===== config.mk =====
export PLATFORM = sky130hd
export DESIGN_NAME = fetch_unit
export DESIGN_NICKNAME = d
export VERILOG_FILES = /design/src/rtl/fetch_unit.sv
export SDC_FILE = /design/constraint.sdc
export NUM_CORES = 1
export LEC_CHECK = 0
export BUFFER_PORTS_ARGS = -buffer_cell sky130_fd_sc_hd__buf_2
export CORE_MARGIN = 4
export CORE_UTILIZATION = 50
export CTS_BUF_LIST = sky130_fd_sc_hd__clkbuf_16
export CTS_CLUSTER_SIZE = 30
export DETAILED_ROUTE_END_ITERATION = 7
export PLACE_DENSITY_LB_ADDON = 0.3
export REMOVE_ABC_BUFFERS = 1
export SKIP_CTS_REPAIR_TIMING = 1
export SLEW_MARGIN = 25
export SYNTH_ARGS = -nofsm -noshare
export SYNTH_HDL_FRONTEND = slang
export SYNTH_SLANG_ARGS = --single-unit

===== constraint.sdc =====
create_clock -name clock -period 7.1 [get_ports clock]
set_input_delay 1.065 -clock clock [delete_from_list [all_inputs] [get_ports clock]]
set_output_delay 1.065 -clock clock [all_outputs]
set_load 0.03 [all_outputs]

===== src/rtl/fetch_unit.sv =====
// Instruction fetch stage: issues in-order word reads to instruction memory,
// buffers responses in a small prefetch FIFO and hands {pc, instruction}
// pairs to decode. A branch redirect flushes the FIFO and discards any
// responses still in flight for the abandoned path.
module fetch_unit #(
    parameter int          DEPTH    = 4,
    parameter logic [31:0] RESET_PC = 32'h0000_0000
) (
    input  logic        clock,
    input  logic        reset,
    output logic        imem_req_valid,
    input  logic        imem_req_ready,
    output logic [31:0] imem_req_addr,
    input  logic        imem_resp_valid,
    input  logic [31:0] imem_resp_data,
    input  logic        redirect_valid,
    input  logic [31:0] redirect_pc,
    output logic        inst_valid,
    input  logic        inst_ready,
    output logic [31:0] inst_data,
    output logic [31:0] inst_pc
);

    localparam int PW = $clog2(DEPTH);
    localparam int CW = PW + 1;
    // Credit limit widened by one bit so the sum of two counters never wraps.
    localparam logic [CW:0]   DEPTH_C  = (CW + 1)'(DEPTH);
    localparam logic [CW-1:0] CNT_ZERO = CW'(0);
    localparam logic [CW-1:0] CNT_ONE  = CW'(1);
    localparam logic [PW-1:0] PTR_ZERO = PW'(0);
    localparam logic [PW-1:0] PTR_ONE  = PW'(1);

    typedef enum logic [1:0] {
        ST_BOOT  = 2'd0,
        ST_RUN   = 2'd1,
        ST_FLUSH = 2'd2
    } state_t;

    // Redirect targets are always word addresses; the low two bits are dropped.
    function automatic logic [31:0] align_word(input logic [31:0] addr);
        return {addr[31:2], 2'b00};
    endfunction

    state_t          state_r;
    logic [31:0]     fetch_pc_r;
    logic [31:0]     resp_pc_r;
    logic [CW-1:0]   outstanding_r;
    logic [CW-1:0]   drop_cnt_r;
    logic [CW-1:0]   count_r;
    logic [PW-1:0]   wr_ptr_r;
    logic [PW-1:0]   rd_ptr_r;
    logic [31:0]     pc_mem_r   [DEPTH];
    logic [31:0]     data_mem_r [DEPTH];

    logic            head_valid_s;
    logic            credit_ok_s;
    logic            req_valid_s;
    logic            req_fire_s;
    logic            push_s;
    logic            pop_s;
    logic [CW-1:0]   drop_sum_s;
    logic [31:0]     redirect_target_s;

    // Handshake decode: credit check, request/push/pop strobes, redirect bookkeeping.
    always_comb begin
        head_valid_s      = (count_r != CNT_ZERO);
        // Buffered entries plus in-flight requests may never exceed the FIFO size,
        // which is what lets responses arrive without any backpressure.
        credit_ok_s       = (({1'b0, count_r} + {1'b0, outstanding_r}) < DEPTH_C);
        req_valid_s       = (state_r == ST_RUN) && credit_ok_s && !redirect_valid;
        req_fire_s        = req_valid_s && imem_req_ready;
        push_s            = (state_r == ST_RUN) && (drop_cnt_r == CNT_ZERO) &&
                            imem_resp_valid && !redirect_valid;
        pop_s             = head_valid_s && inst_ready && !redirect_valid;
        // Everything still owed by memory becomes garbage, except a response
        // arriving right now, which is discarded on the spot.
        drop_sum_s        = drop_cnt_r + outstanding_r - CW'(imem_resp_valid);
        redirect_target_s = align_word(redirect_pc);
    end

    // Output drive: request side straight from fetch state, decode side from FIFO head.
    always_comb begin
        imem_req_valid = req_valid_s;
        imem_req_addr  = fetch_pc_r;
        inst_valid     = head_valid_s;
        if (head_valid_s) begin
            inst_data = data_mem_r[rd_ptr_r];
            inst_pc   = pc_mem_r[rd_ptr_r];
        end else begin
            inst_data = 32'h0000_0000;
            inst_pc   = 32'h0000_0000;
        end
    end

    // Fetch FSM with request/response counters and FIFO pointer management.
    always_ff @(posedge clock or negedge reset) begin
        if (!reset) begin
            state_r       <= ST_BOOT;
            fetch_pc_r    <= RESET_PC;
            resp_pc_r     <= RESET_PC;
            outstanding_r <= CNT_ZERO;
            drop_cnt_r    <= CNT_ZERO;
            count_r       <= CNT_ZERO;
            wr_ptr_r      <= PTR_ZERO;
            rd_ptr_r      <= PTR_ZERO;
        end else if (redirect_valid) begin
            // Redirect overrides every state and any same-cycle pop or push.
            fetch_pc_r    <= redirect_target_s;
            resp_pc_r     <= redirect_target_s;
            outstanding_r <= CNT_ZERO;
            drop_cnt_r    <= drop_sum_s;
            count_r       <= CNT_ZERO;
            wr_ptr_r      <= PTR_ZERO;
            rd_ptr_r      <= PTR_ZERO;
            state_r       <= (drop_sum_s != CNT_ZERO) ? ST_FLUSH : ST_RUN;
        end else begin
            case (state_r)
                ST_BOOT: begin
                    state_r <= ST_RUN;
                end
                ST_RUN: begin
                    if (req_fire_s) begin
                        fetch_pc_r <= fetch_pc_r + 32'd4;
                    end
                    if (push_s) begin
                        resp_pc_r <= resp_pc_r + 32'd4;
                        wr_ptr_r  <= wr_ptr_r + PTR_ONE;
                    end
                    if (pop_s) begin
                        rd_ptr_r <= rd_ptr_r + PTR_ONE;
                    end
                    outstanding_r <= outstanding_r + CW'(req_fire_s) - CW'(push_s);
                    count_r       <= count_r + CW'(push_s) - CW'(pop_s);
                end
                ST_FLUSH: begin
                    // Leave only once the counter already reads zero, so the
                    // cycle in which the last stale response lands stays quiet.
                    if (drop_cnt_r == CNT_ZERO) begin
                        state_r <= ST_RUN;
                    end else if (imem_resp_valid) begin
                        drop_cnt_r <= drop_cnt_r - CNT_ONE;
                    end
                end
                default: begin
                    state_r <= ST_BOOT;
                end
            endcase
        end
    end

    // Prefetch FIFO storage: capture {resp_pc, data} at the write pointer.
    always_ff @(posedge clock or negedge reset) begin
        if (!reset) begin
            for (int i = 0; i < DEPTH; i++) begin
                pc_mem_r[i]   <= 32'h0000_0000;
                data_mem_r[i] <= 32'h0000_0000;
            end
        end else if (push_s) begin
            pc_mem_r[wr_ptr_r]   <= resp_pc_r;
            data_mem_r[wr_ptr_r] <= imem_resp_data;
        end
    end

endmodule


==> impl_metrics.json <==
{
  "status": "complete, no violations",
  "utilization_pct": 58.2,
  "place_area_um2": 16700,
  "leakagePower_nw": 8.60,
  "final_layout_size_suffix_gt1_share_pct": 41.4,
  "startpoint_type": "register",
  "p_int_mw": 3.52,
  "powerDensity_nw_per_um2": 274,
  "required_ps": 6030,
  "p_sw_mw": 1.35,
  "cts_buffers": 37,
  "drv_slew": 0,
  "finalHoldViolCount": 0,
  "numPortBuffers": 161,
  "cp_slowest_stage_delay_ps": 990,
  "row_count": 64,
  "power_frac_comb_pct": 17.7,
  "end_kind": "output port",
  "cts-root-buf": "clkbuf_16",
  "grtUsageTotal_pct": 21.7,
  "place_congestion": 0.862,
  "fin_crit_sh_pct": 59.3,
  "n_fill_cell": 2508,
  "cp-startpoint": "rd_ptr_r[0]",
  "synth_cell_types": 53,
  "crit_family": "flip-flops",
  "ys_seq_area_share_pct": 52.0,
  "clock_skew_ps": 13.0,
  "power_frac_seq_pct": 45.1,
  "drtIter0Drc": 627,
  "die_h_um": 184,
  "avgRoutedWirePerCell_um": 20.9,
  "synthFlopType": "dfrtp_1",
  "core-area_um2": 30600,
  "finalNetCount": 1407,
  "first_global_vias": 10700,
  "max_freq_ghz": 0.238,
  "crit_type": "reg2out",
  "finalWirelength_um": 36300,
  "cts_tree": "built",
  "ys_ff_latch": 323,
  "r2r_start": "count_r[1]",
  "slew_headroom_pct": 41.1,
  "rsz0062_at_grt": "no",
  "areaGrowthSynthToFinish_pct": 14.7,
  "switching_share_pct": 27.8,
  "grt_start_max_net_pins": 152,
  "die_x_um": 184,
  "fin_area_um2": 17800,
  "hpwl_um": 23200,
  "synth_top_area_share_pct": 52.0,
  "hold_class": "reg2reg",
  "worstSkewPairLatency_ps": 520,
  "design.portCount": 168,
  "antenna_found_initial": 1,
  "tns_ps": 0,
  "avgSynthCellArea_um2": 13.1,
  "synth_edf_count": 0,
  "grt_pass1_wl_um": 58300,
  "synth_top_cell_by_area": "dfrtp_1",
  "viasPerCell": 5.83,
  "maxCapViolCount": 0,
  "remaining_drc_errors": 0,
  "overflow": 0,
  "cts_sinks": 323,
  "tightest_slew_ps": 882,
  "yosysWarnings": 0,
  "path_cells": "buf_4, mux4_2, and2_1, buf_2",
  "cp.arrival_ps": 3140,
  "initial_core_util_pct": 50.8,
  "vias": 10200,
  "cts_max_level": 2,
  "clk_path_buf_depth": 3,
  "clkSlewWorstSetupHoldPaths_ps": 60,
  "cp_slowest_cell": "dfrtp_4",
  "p_total_mw": 4.88,
  "die_area_um2": 33900,
  "syn_inst": 1185,
  "synth_common_cells": "323 x dfrtp_1, 250 x mux2_2, 67 x and2_1",
  "yosysMostFrequentCell": "dfrtp_1",
  "rrSetupSlack_ps": 3680,
  "period_minus_slack_ps": 4210,
  "ir_drop_v": 0.000163,
  "antenna_left": 0,
  "min_from": "pc_mem_r[46]",
  "worstPathMaxFanout": 40,
  "syn_area_um2": 15500,
  "synthTopCellsByArea": "dfrtp_1 52%, mux2_2 18%, mux4_2 9.0%",
  "power_frac_clock_pct": 37.2,
  "cp_num_buf_inv": 2,
  "drt-pass1-iter-count": 5,
  "setup_viol": 0,
  "diodes": 0,
  "async_flop_share_pct": 100
}
cells by family (layout without fill, tap and decap cells):
logic type	Yosys count	count (layout)	share of synthesized area [%]
flip-flops	323	323	52.0
multiplexers	316	316	27.4
AND/OR/NAND/NOR	279	279	9.96
buffers and inverters	106	263	2.73
AO/OA/AOI/OAI	99	99	3.80
XOR/XNOR	41	41	2.31
adder cells (fa/ha/maj)	20	20	1.76
other	1	4	0.0241
worst paths after layout:
check,endpoint,depth (start not counted)
setup / recovery,inst_pc[25],4
min in group asynchronous,data_mem_r[100],1
setup reg to reg,count_r[2],11
hold / removal,pc_mem_r[46],2
max in group asynchronous,rd_ptr_r[0],2
hold reg to reg,pc_mem_r[46],2
power by group through the flow:
stage / logic [mW] / registers (mW) / clock network, mW
after detailed placement: 0.874 / 2.23 / 0
after global routing: 0.954 / 2.22 / 1.93
after CTS: 0.879 / 2.20 / 1.85
after global placement: 0.845 / 2.22 / 0
final: 0.865 / 2.20 / 1.81
after floorplan: 0.575 / 2.22 / 0
stage by stage:
stage / hold WS [ps] / setup slack (ps) / cells
floorplan: 445 / 2600 / 1103
global placement: 458 / 3050 / 1673
finish: 481 / 2890 / 1741
detailed placement: 470 / 3030 / 1674
global route: 512 / 2650 / 1741
CTS: 483 / 2800 / 1741
cells in the final DEF, fill, tap and decap left out, types with 12 or more instances in the layout:
cell type,instances
and2_1,67
xor2_1,15
dfrtp_1,321
a21oi_1,19
mux4_2,62
nand4_1,22
mux2_2,250
buf_4,12
o21ai_0,48
buf_2,160
nand3_1,31
nor2_1,26
xnor2_1,26
ha_1,17
inv_1,25
clkbuf_16,39
nand2_1,64
cell type report:
| type | instances | area, um2 | area share (%) |
|---|---|---|---|
| Clock inverter | 28 | 181 | 1.02 |
| Tap cell | 396 | 495 | 2.78 |
| Multi-Input combinational cell | 759 | 7040 | 39.5 |
| Clock buffer | 39 | 976 | 5.48 |
| Inverter | 21 | 78.8 | 0.443 |
| Timing Repair Buffer | 175 | 953 | 5.35 |
| Sequential cell | 323 | 8090 | 45.4 |
state kept, by name, indices dropped and copies added, names as in the netlist:
register       cells
data_mem_r       128
state_r            2
imem_req_addr     30
wr_ptr_r           2
drop_cnt_r         3
outstanding_r      3
resp_pc_r         30
rd_ptr_r           2
pc_mem_r         120
count_r            3
metal layers:
metal | vias to the layer above | share of wire [%] | track usage (%) | routed length (um)
met2 | 297 | 48 | 35.7 | 17500
met1 | 5242 | 44 | 29.9 | 16000
met5 | - | 0.019 | 0 | 7
met4 | 2 | 1.9 | 5.92 | 708
li1 | 4562 | - | - | -
met3 | 50 | 5.8 | 3.81 | 2120
tightest hold or removal path, delay by kind of cell, from the launching register on:
kind | cells | cell delay (ps)
DFF | 1 | 340
AOI/OAI and AO/OA | 1 | 60
and+or+nand+nor | 1 | 50
(Power assumes the default switching activity.)
